`config.mk`:
```
export PLATFORM = sky130hd
export DESIGN_NAME = uart_rx_cfg
export DESIGN_NICKNAME = d
export VERILOG_FILES = /design/src/rtl/uart_rx_cfg.sv
export SDC_FILE = /design/constraint.sdc
export NUM_CORES = 1
export LEC_CHECK = 0
export BUFFER_PORTS_ARGS = -buffer_cell sky130_fd_sc_hd__buf_4
export CAP_MARGIN = 20
export CORE_MARGIN = 2
export CORE_UTILIZATION = 50
export DETAILED_ROUTE_END_ITERATION = 10
export PLACE_DENSITY = 0.68
export SKIP_CTS_REPAIR_TIMING = 1
export SYNTH_ARGS = -nofsm -noshare
export SYNTH_HDL_FRONTEND = slang
export SYNTH_SLANG_ARGS = --single-unit
```
`constraint.sdc`:
```
create_clock -name i_Clock -period 2.5 [get_ports i_Clock]
set_clock_uncertainty 0.15 [all_clocks]
set_input_delay 0.25 -clock i_Clock [delete_from_list [all_inputs] [get_ports i_Clock]]
set_output_delay 0.25 -clock i_Clock [all_outputs]
set_load 0.02 [all_outputs]
```
`src/rtl/uart_rx_cfg.sv`:
```
// uart_rx_cfg: configurable UART receiver.
// Serial line in, parallel word out. Word length, parity mode and stop-bit
// count are parameters. The block adds an input synchroniser, a 3-sample
// majority vote per bit, parity/framing error flags and break detection.
module uart_rx_cfg #(
  parameter int CLKS_PER_BIT = 217,
  parameter int DATA_BITS    = 8,
  parameter int PARITY       = 0,
  parameter int STOP_BITS    = 1,
  parameter int SYNC_STAGES  = 2
) (
  input  logic                 i_Clock,
  input  logic                 i_Reset,
  input  logic                 i_RX_Serial,
  output logic                 o_RX_DV,
  output logic [DATA_BITS-1:0] o_RX_Byte,
  output logic                 o_Parity_Err,
  output logic                 o_Frame_Err,
  output logic                 o_Break,
  output logic                 o_Busy
);

  localparam int CW  = $clog2(CLKS_PER_BIT);
  localparam int MID = (CLKS_PER_BIT - 1) / 2;
  localparam int BW  = $clog2(DATA_BITS + 1);

  localparam logic [CW-1:0] CNT_LAST  = CW'(CLKS_PER_BIT - 1);
  localparam logic [CW-1:0] CNT_S0    = CW'(MID - 1);
  localparam logic [CW-1:0] CNT_S1    = CW'(MID);
  localparam logic [CW-1:0] CNT_S2    = CW'(MID + 1);
  localparam logic [BW-1:0] IDX_DLAST = BW'(DATA_BITS - 1);
  localparam logic [BW-1:0] IDX_SLAST = BW'(STOP_BITS - 1);
  localparam logic          ODD       = (PARITY == 1);

  typedef enum logic [2:0] {
    S_IDLE,
    S_START,
    S_DATA,
    S_PAR,
    S_STOP,
    S_BRK
  } state_t;

  state_t                 state, state_nxt;
  logic [SYNC_STAGES-1:0] sync_q;
  logic                   rx_s;
  logic [1:0]             hist;
  logic [CW-1:0]          cnt, cnt_nxt;
  logic [BW-1:0]          bit_idx, idx_nxt;
  logic                   samp_a, samp_b;
  logic [DATA_BITS-1:0]   shreg;
  logic                   par_err_q, frm_err_q, seen_one;
  logic                   samp_pt, voted, line_vote, brk_now, done;

  // Pin synchroniser; resets to the idle (high) line level.
  always_ff @(posedge i_Clock or posedge i_Reset) begin
    if (i_Reset) sync_q <= '1;
    else         sync_q <= {sync_q[SYNC_STAGES-2:0], i_RX_Serial};
  end

  assign rx_s = sync_q[SYNC_STAGES-1];

  // Bit value = majority of the samples taken at MID-1, MID and MID+1.
  assign samp_pt   = (cnt == CNT_S2);
  assign voted     = (samp_a & samp_b) | (samp_a & rx_s) | (samp_b & rx_s);
  // Running 3-tap vote used while waiting for the line to recover from a break.
  assign line_vote = (hist[0] & hist[1]) | (hist[0] & rx_s) | (hist[1] & rx_s);
  // Break: every bit after the start bit, including the final stop bit, was 0.
  assign brk_now   = ~seen_one & ~voted;
  assign o_Busy    = (state != S_IDLE);

  // State register.
  always_ff @(posedge i_Clock or posedge i_Reset) begin
    if (i_Reset) begin
      state   <= S_IDLE;
      cnt     <= '0;
      bit_idx <= '0;
    end else begin
      state   <= state_nxt;
      cnt     <= cnt_nxt;
      bit_idx <= idx_nxt;
    end
  end

  // Next state, bit-time counter and bit index.
  always_comb begin
    state_nxt = state;
    cnt_nxt   = (cnt == CNT_LAST) ? '0 : cnt + 1'b1;
    idx_nxt   = bit_idx;
    done      = 1'b0;
    case (state)
      S_IDLE: begin
        cnt_nxt = '0;
        if (!rx_s) state_nxt = S_START;
      end
      S_START: begin
        if (samp_pt) begin
          idx_nxt   = '0;
          state_nxt = voted ? S_IDLE : S_DATA;
        end
      end
      S_DATA: begin
        if (samp_pt) begin
          if (bit_idx == IDX_DLAST) begin
            idx_nxt   = '0;
            state_nxt = (PARITY != 0) ? S_PAR : S_STOP;
          end else begin
            idx_nxt = bit_idx + 1'b1;
          end
        end
      end
      S_PAR: begin
        if (samp_pt) state_nxt = S_STOP;
      end
      S_STOP: begin
        if (samp_pt) begin
          if (bit_idx == IDX_SLAST) begin
            done    = 1'b1;
            idx_nxt = '0;
            if (brk_now) begin
              state_nxt = S_BRK;
              cnt_nxt   = '0;
            end else begin
              state_nxt = S_IDLE;
            end
          end else begin
            idx_nxt = bit_idx + 1'b1;
          end
        end
      end
      S_BRK: begin
        // Count consecutive high votes; one full bit time of idle ends the break.
        if (!line_vote)            cnt_nxt   = '0;
        else if (cnt == CNT_LAST)  state_nxt = S_IDLE;
      end
      default: state_nxt = S_IDLE;
    endcase
  end

  // Sample capture, shift register and per-frame error accumulation.
  always_ff @(posedge i_Clock or posedge i_Reset) begin
    if (i_Reset) begin
      samp_a    <= 1'b1;
      samp_b    <= 1'b1;
      hist      <= 2'b11;
      shreg     <= '0;
      par_err_q <= 1'b0;
      frm_err_q <= 1'b0;
      seen_one  <= 1'b0;
    end else begin
      hist <= {hist[0], rx_s};
      if (cnt == CNT_S0) samp_a <= rx_s;
      if (cnt == CNT_S1) samp_b <= rx_s;
      if (state == S_START) begin
        par_err_q <= 1'b0;
        frm_err_q <= 1'b0;
        seen_one  <= 1'b0;
      end
      if (samp_pt) begin
        case (state)
          S_DATA: begin
            shreg    <= {voted, shreg[DATA_BITS-1:1]};
            seen_one <= seen_one | voted;
          end
          S_PAR: begin
            par_err_q <= ((^shreg) ^ voted) != ODD;
            seen_one  <= seen_one | voted;
          end
          S_STOP: begin
            if (!voted) frm_err_q <= 1'b1;
            seen_one <= seen_one | voted;
          end
          default: ;
        endcase
      end
    end
  end

  // Output word and flags; they change only in the o_RX_DV cycle.
  always_ff @(posedge i_Clock or posedge i_Reset) begin
    if (i_Reset) begin
      o_RX_DV      <= 1'b0;
      o_RX_Byte    <= '0;
      o_Parity_Err <= 1'b0;
      o_Frame_Err  <= 1'b0;
      o_Break      <= 1'b0;
    end else begin
      o_RX_DV <= done;
      if (done) begin
        o_RX_Byte    <= shreg;
        o_Parity_Err <= par_err_q;
        o_Frame_Err  <= frm_err_q | ~voted;
        o_Break      <= brk_now;
      end
    end
  end

endmodule

```
==> results of run 1 <==
kinds of logic after synthesis:
group                      share of synthesized area
AOI/OAI and AO/OA                              0.110
xor gates and xnor gates                      0.0579
adders and majority gates                     0.0351
muxes                                          0.141
and+or+nand+nor                                0.135
buffers and inverters                         0.0504
DFF                                            0.471
metrics by stage:
step | hold slack (ps) | cells | cell area (µm²)
after floorplan | 104 | 193 | 2360
after global placement | 196 | 254 | 2480
after detailed placement | 201 | 254 | 2480
after CTS | -108 | 262 | 2580
after global routing | 217 | 264 | 2600
final | 211 | 264 | 2600
layout make-up:
class,count,area [µm²],area share
sequential,44,1110,0.426
timing repair buffer,21,163,0.0626
multi-input combinational,129,1130,0.434
clock buffer,6,82.6,0.0318
tap,52,65.1,0.0250
inverter,10,37.5,0.0144
clock inverter,2,15.0,0.00577
Yosys cell counts (6+ instances only):
cell,instances,area share
inv_1,10,0.016
mux2_4,17,0.11
nand3_1,7,0.015
o21ai_0,7,0.015
dfrtp_1,38,0.40
nor2_1,6,0.0096
xnor2_1,8,0.030
a211oi_1,6,0.019
dfstp_2,6,0.067
a21oi_1,7,0.015
routing by layer:
metal  global-route usage  up-vias  wire, µm
met5                    0        -         0
met4               0.0556        0        24
met3               0.0456        4       162
met2                0.287       29      2150
met1                0.208      762      1790
li1                     -      730         -
worst max-delay path, stage by stage (launching register included):
cell,delay [ps]
dfrtp_1,510
or3b_1,570
nor3_4,220
buf_4,260
mux2_2,360
worst paths after layout:
kind	startpoint	cells after the start	slack, ps	end
worst max-delay path	state[1]	4	340	o_Parity_Err
worst min-delay path	sync_q[0]	0	210	sync_q[1]
worst max register to register	state[1]	4	340	o_Parity_Err
worst min register to register	sync_q[0]	0	210	sync_q[1]
max in group asynchronous	i_Reset	4	1330	samp_a
min in group asynchronous	i_Reset	4	500	shreg[4]
where the power goes:
group	internal, W	switching (W)	total, W	leakage (nW)
Clock	0.000224	0.000243	0.000466	0.0434
Sequential	0.000717	0.00000218	0.000719	0.579
Combinational	0.00000686	0.0000153	0.0000222	0.547
Total	0.000948	0.000260	0.00121	1.17
flip-flops by register name, indices dropped and copies added, names as in the netlist:
register and cells:
hist 2, o_Break 1, shreg 8, state 3, bit_idx 4, seen_one 1, o_Frame_Err 1, par_err_q 1
samp_a 1, sync_q 2, cnt 8, frm_err_q 1, o_RX_Byte 8, o_Parity_Err 1, samp_b 1, o_RX_DV 1
==> impl_metrics.tcl, run 1 <==
set metrics [dict create \
    n_antenna_cell 0 \
    tightest_slew_ps 584 \
    clkLatencyLatePin_ps 300 \
    gr-total-overflow 0 \
    grt_pass1_wl_um 6960 \
    status "finished clean" \
    maxSlewHeadroom 0.611 \
    synth_edf_count 0 \
    ys_types 53 \
    fp.dieW_um 72.6 \
    cts.sinks 44 \
    cp.required_ps 2540 \
    clock.fmax_mhz 462 \
    drc 0 \
    final_nets 219 \
    setup_tns_ps 0 \
    start_kind "flip-flop" \
    routed_via_density 5.78 \
    place_congestion 0.862 \
    clkTransAtPathRegs_ps 80 \
    syn_area_mm2 0.00236 \
    clk_path_buf_depth 2 \
    final_util 0.585 \
    fin_crit_ps 2160 \
    synthArstFlopShare 1.00 \
    leakagePower_nw 1.17 \
    syn2layout_area_growth_pct 10.4 \
    min_path_type "reg -> reg" \
    num_vias 1525 \
    synth_warnings 0 \
    hpwlAfterDp_um 2990 \
    root_buffer "clkbuf_8" \
    ys_seq_area_frac 0.471 \
    syn_area_per_cell_um2 12.2 \
    drt_wl_total_um 4120 \
    path_max_fanout 14 \
    mostFrequentLayoutCells "dfrtp_1 (38), buf_4 (19), mux2_4 (17)" \
    initial_core_util 0.530 \
    drtIter0Drc 75 \
    syn_inst 193 \
    core_area_mm2 0.00444 \
    drt_pre_antenna_iters 4 \
    place_ws_ps 333 \
    dieHeight_um 72.6 \
    drv_cap 0 \
    peakVddDrop_v 0.000325 \
    rows 24 \
    power_w 0.00121 \
    final_hold_viol_count 0 \
    synth_flop_cell "dfrtp_1" \
    arrival_ps 2200 \
    finalCritPeriodShare 0.866 \
    wl_per_cell_um 15.6 \
    grt_pass1_vias 1531 \
    io_buffers 15 \
    slew_viol_final 0 \
    cts_tree "done" \
    layout_commonest_cell "dfrtp_1" \
    io_pins 16 \
    ant_nets 0 \
    htreeDepth 2 \
    crit_type "reg -> reg" \
    powerDensity_mw_per_mm2 465 \
    rsz0062_at_grt "no" \
    track_usage 0.169 \
    synth_nets 201 \
    endpoint_kind "flip-flop" \
    setup_ws_ps 336 \
    drive_above_1_share 0.292 \
    antenna_found_initial 0 \
    cts_buffers 5 \
    dieArea_mm2 0.00528 \
    grt_max_degree 45 \
    ys_seq_elements 44 \
    setup_viol 0 \
    nFillCells 377 \
]
(Power assumes the default switching activity.)
==> inputs of run 2 (changes only) <==
--- a/config.mk
+++ b/config.mk
@@ -5,9 +5,10 @@
 export SDC_FILE = /design/constraint.sdc
 export NUM_CORES = 1
 export LEC_CHECK = 0
+export ABC_AREA = 1
 export BUFFER_PORTS_ARGS = -buffer_cell sky130_fd_sc_hd__buf_4
 export CAP_MARGIN = 20
-export CORE_MARGIN = 2
+export CORE_MARGIN = 3
 export CORE_UTILIZATION = 50
 export DETAILED_ROUTE_END_ITERATION = 10
 export PLACE_DENSITY = 0.68
@@ -15,3 +16,4 @@
 export SYNTH_ARGS = -nofsm -noshare
 export SYNTH_HDL_FRONTEND = slang
 export SYNTH_SLANG_ARGS = --single-unit
+export TNS_END_PERCENT = 30
==> run 2 against run 1 <==
Against the previous run: cell count increased by 42%; area after synthesis increased by 3.1%; via count increased by 18%; die area increased by 8.6%; largest power group unchanged; sequential power about the same; setup slack improved by 410 ps.
==> impl_metrics.tcl, run 2 <==
set metrics [dict create \
    slowest_stage "dfrtp_1" \
    core_area_mm2 0.00453 \
    gr-total-overflow 0 \
    tightest_slew_ps 529 \
    place_congestion 0.825 \
    cp.required_ps 2540 \
    endpoint_kind "flip-flop" \
    drt_wl_total_um 4310 \
    path_delay_family "simple AND/OR/NAND/NOR gates" \
    final_nets 317 \
    cts.sinks 44 \
    crit_type "reg -> reg" \
    synth.most_common_cell "nand2_1" \
    initial_core_util 0.536 \
    drive_above_1_share 0.268 \
    drt_pre_antenna_iters 4 \
    start_kind "flip-flop" \
    synth_top_area_cell "dfrtp_1" \
    fp.dieW_um 75.7 \
    n_antenna_cell 0 \
    final_hold_viol_count 0 \
    slew_viol_final 0 \
    setup_tns_ps 0 \
    status "finished clean" \
    routed_via_density 4.79 \
    drc 0 \
    num_vias 1798 \
    syn_area_mm2 0.00243 \
    setup_viol 0 \
    syn2layout_area_growth_pct 11.7 \
    ys_seq_elements 44 \
    ys_types 30 \
    track_usage 0.173 \
    grt_util_met2 0.259 \
    rows 24 \
    clock.fmax_mhz 572 \
    ant_nets 0 \
    nFillCells 423 \
    max_stage_delay_ps 480 \
    rsz0062_at_grt "no" \
    syn_area_per_cell_um2 8.47 \
    synth_flop_cell "dfrtp_1" \
    clkLatencyLatePin_ps 300 \
    maxSlewHeadroom 0.645 \
    io_pins 16 \
    root_buffer "clkbuf_8" \
    use_met3 0.0290 \
    layout_commonest_cell "nand2_1" \
    cts_tree "done" \
    cp_num_buf_inv 0 \
    drtIter0Drc 74 \
    peakVddDrop_v 0.000363 \
    ys_seq_area_frac 0.456 \
    reg.largest.list "cnt: 8 flops, o_RX_Byte: 8 flops, shreg: 8 flops" \
    cts_buffers 5 \
    grt_util_met1 0.253 \
    path_max_fanout 21 \
    arrival_ps 1790 \
    finalCritPeriodShare 0.700 \
    drv_cap 0 \
    io_buffers 15 \
    min_path_type "reg -> reg" \
    layout.cells.non_filler 375 \
    antenna_found_initial 0 \
    leakagePower_nw 1.35 \
    synthTopCellsByArea "dfrtp_1 (39%), nand2_1 (15%), o21ai_2 (6.8%), dfstp_2 (6.5%), inv_1 (4.6%)" \
    clkTransAtPathRegs_ps 80 \
    synth_nets 295 \
    synthArstFlopShare 1.00 \
    grt_max_degree 31 \
    seq_area_mm2 0.00111 \
    multi_input_area_mm2 0.00114 \
    hpwlAfterDp_um 3270 \
    syn_inst 287 \
    synth_edf_count 0 \
    yosysTopAreaCellShare 0.391 \
    fin_crit_ps 1750 \
    post-place-cells 365 \
    grt_pass1_vias 1655 \
    busiest_layer "met2" \
    wl_per_cell_um 11.5 \
    clk_path_buf_depth 2 \
    hp-start "sync_q[0]" \
    dieHeight_um 75.7 \
    worst_hold_slack_ps 208 \
    ys_top_cells_by_count "nand2_1 (97), dfrtp_1 (38), inv_1 (30)" \
    grt_pass1_wl_um 7510 \
    htreeDepth 2 \
    r2r-start "cnt[0]" \
    dieArea_mm2 0.00573 \
    rrSetupSlack_ps 750 \
    cp-startpoint "cnt[0]" \
    powerDensity_mw_per_mm2 445 \
    mostFrequentLayoutCells "nand2_1 (97), dfrtp_1 (38), inv_1 (29)" \
    synth_warnings 0 \
    path_cells "ha_1 -> nand2_4 -> nor2_8 -> nand3_4 -> nand2_1 -> o21ai_2" \
]
## run 2: area by class of cell
type | count | share of cell area
Multi-Input combinational cell | 205 | 0.421
Sequential cell | 44 | 0.408
Inverter | 35 | 0.0530
Timing Repair Buffer | 18 | 0.0516
Clock buffer | 6 | 0.0304
Tap cell | 65 | 0.0300
Clock inverter | 2 | 0.00553
## run 2: metrics by stage
step / util / power (W) / worst slack [ps] / instance area [µm²]
3_3_place_gp: 0.573 / 0.000755 / 796 / 2600
3_5_place_dp: 0.573 / 0.000755 / 738 / 2600
6_report: 0.599 / 0.00121 / 751 / 2720
2_1_floorplan: - / 0.000745 / 961 / 2430
4_1_cts: 0.594 / 0.00122 / 722 / 2700
5_1_grt: 0.599 / 0.00125 / 575 / 2720
## run 2: worst paths after layout
kind,end,cells past startpoint
setup / recovery,o_RX_Byte[7],6
hold / removal,sync_q[1],0
setup reg to reg,o_RX_Byte[7],6
hold reg to reg,sync_q[1],0
max in group asynchronous,samp_b,4
min in group asynchronous,shreg[4],3
## run 2: report_power, final
group / internal (W) / switching, W
Clock: 0.000224 / 0.000242
Combinational: 0.00000610 / 0.0000170
Sequential: 0.000717 / 0.00000231
## run 2: cell families after synthesis
logic type | count (synthesis) | share of synthesized area
compound gates | 35 | 0.108
xor+xnor | 6 | 0.0216
buf+inv | 38 | 0.0731
fa+ha+maj | 5 | 0.0257
simple gates | 159 | 0.315
flops | 44 | 0.456
## run 2: routing by layer
layer  vias to the layer above  share of wire
li1                        953              -
met1                       811           0.52
met2                        25           0.43
met3                         9          0.034
met4                         0          0.016
met5                         -              0
## run 2: worst register-to-register path, cell delays in order, from the launching register on
cell and delay [ps]:
dfrtp_1 480, ha_1 250, nand2_4 80, nor2_8 190, nand3_4 260, nand2_1 170, o21ai_2 60
==> inputs of run 3 (changes only) <==
==> constraint.sdc (replaced) <==
create_clock -name i_Clock -period 1.75 [get_ports i_Clock]
set_clock_uncertainty 0.15 [all_clocks]
set_input_delay 0.175 -clock i_Clock [delete_from_list [all_inputs] [get_ports i_Clock]]
set_output_delay 0.175 -clock i_Clock [all_outputs]
set_load 0.02 [all_outputs]
==> run 3 against run 2 <==
Against the previous run: combinational power up 58%; die area unchanged; register-to-register slack worse by 620 ps; via count up 3.5%; critical endpoint is now o_RX_Byte[0]; critical path type unchanged; first-iteration DRC count up 65%; design area up 4.1%.
==> impl_metrics.tcl, run 3 (same netlist as run 2, synthesis figures left out) <==
set metrics [dict create \
    status "finished clean" \
    final_nets 328 \
    initial_core_util 0.536 \
    cp.required_ps 1800 \
    routed_via_density 4.82 \
    min_path_type "reg -> reg" \
    rsz0062_at_grt "no" \
    antenna_found_initial 0 \
    drv_cap 0 \
    start_kind "flip-flop" \
    clkTransAtPathRegs_ps 90 \
    drt_wl_total_um 4540 \
    post-place-cells 370 \
    crit_type "reg -> reg" \
    grt_util_met2 0.263 \
    grt_pass1_wl_um 7740 \
    busiest_layer "met2" \
    path_max_fanout 11 \
    cts_buffers 5 \
    num_vias 1861 \
    hpwlAfterDp_um 3230 \
    drc 0 \
    slowest_stage "dfrtp_1" \
    peakVddDrop_v 0.000515 \
    clock.fmax_mhz 616 \
    leakagePower_nw 1.42 \
    min_path_cells 0 \
    n_antenna_cell 0 \
    cts_tree "done" \
    endpoint_kind "flip-flop" \
    arrival_ps 1680 \
    timing.rr.end "o_RX_Byte[0]" \
    fp.dieW_um 75.7 \
    mostFrequentLayoutCells "nand2_1 (97), dfrtp_1 (38), inv_1 (28)" \
    setup_viol 0 \
    drt_pre_antenna_iters 4 \
    setup_tns_ps 0 \
    syn2layout_area_growth_pct 16.3 \
    stdcell_area_mm2 0.00283 \
    use_met3 0.0475 \
    path_cells "nor2_1 -> nand2_2 -> nor2_8 -> buf_4 -> nand3_4 -> nand2_1 -> o21ai_2" \
    drive_above_1_share 0.296 \
    rrSetupSlack_ps 130 \
    rows 24 \
    grt_max_degree 30 \
    track_usage 0.180 \
    rr_worst_depth 7 \
    hold_path_end "sync_q[1]" \
    gr-total-overflow 0 \
    ant_nets 0 \
    place_congestion 0.843 \
    slew_viol_final 0 \
    reg.largest.list "cnt: 8 flops, o_RX_Byte: 8 flops, shreg: 8 flops" \
    cts.sinks 44 \
    fin_crit_ps 1620 \
    io_buffers 15 \
    maxSlewHeadroom 0.602 \
    placed_area_mm2 0.00265 \
    io_pins 16 \
    drtIter0Drc 122 \
    tightest_slew_ps 593 \
    r2r-start "cnt[7]" \
    clk_path_buf_depth 2 \
    core_area_mm2 0.00453 \
    root_buffer "clkbuf_8" \
    dieArea_mm2 0.00573 \
    clkLatencyLatePin_ps 310 \
    layout.cells.non_filler 386 \
    dieHeight_um 75.7 \
    htreeDepth 2 \
    wl_per_cell_um 11.8 \
    powerDensity_mw_per_mm2 599 \
    grt_pass1_vias 1689 \
    grt_util_met1 0.257 \
    layout_commonest_cell "nand2_1" \
    finalCritPeriodShare 0.927 \
    hp-start "sync_q[0]" \
    max_stage_delay_ps 420 \
    final_hold_viol_count 0 \
]
==> run 3: worst max path at each step <==
stage          slack, ps        from      endpoint  depth (start not counted)
5_1_grt               20      cnt[7]  o_RX_Byte[0]                          7
3_5_place_dp          30  bit_idx[1]       o_Break                          7
4_1_cts               20  bit_idx[1]       o_Break                          7
2_1_floorplan        210      cnt[1]        cnt[0]                          9
3_3_place_gp          90  bit_idx[1]  o_RX_Byte[5]                          7
6_report             130      cnt[7]  o_RX_Byte[0]                          7
==> run 3: area by class of cell <==
class,instances,area [µm²]
Fill cell,407,1710
Sequential cell,44,1110
Clock inverter,2,12.5
Multi-Input combinational cell,206,1170
Tap cell,65,81.3
Inverter,35,144
Timing Repair Buffer,28,240
Clock buffer,6,72.6
==> run 3: stage by stage <==
| step | hold slack, ps | utilization | setup WS, ps | total power (W) |
|---|---|---|---|---|
| 2_1_floorplan | 29.5 | - | 211 | 0.00106 |
| 3_3_place_gp | 51.4 | 0.584 | 91.4 | 0.00108 |
| 3_5_place_dp | 61.3 | 0.584 | 32.0 | 0.00108 |
| 4_1_cts | -278 | 0.603 | 16.1 | 0.00172 |
| 5_1_grt | 212 | 0.623 | 17.6 | 0.00177 |
| 6_report | 209 | 0.623 | 127 | 0.00169 |
==> run 3: report_power, final <==
part,internal (W),switching (W)
registers,0.00102,0.00000325
clock network,0.000279,0.000350
logic,0.0000117,0.0000248
==> run 3: per-layer routing <==
layer  part of all wire  up-vias
met5                  0        -
met4              0.016        0
met3              0.034        6
met2               0.44       34
met1               0.51      842
li1                   -      979
==> run 3: critical path, delay by kind of cell, from the launching register on <==
family	cells	cell delay (ps)
simple gates	5	760
compound gates	1	60
buf+inv	1	140
flops	1	420
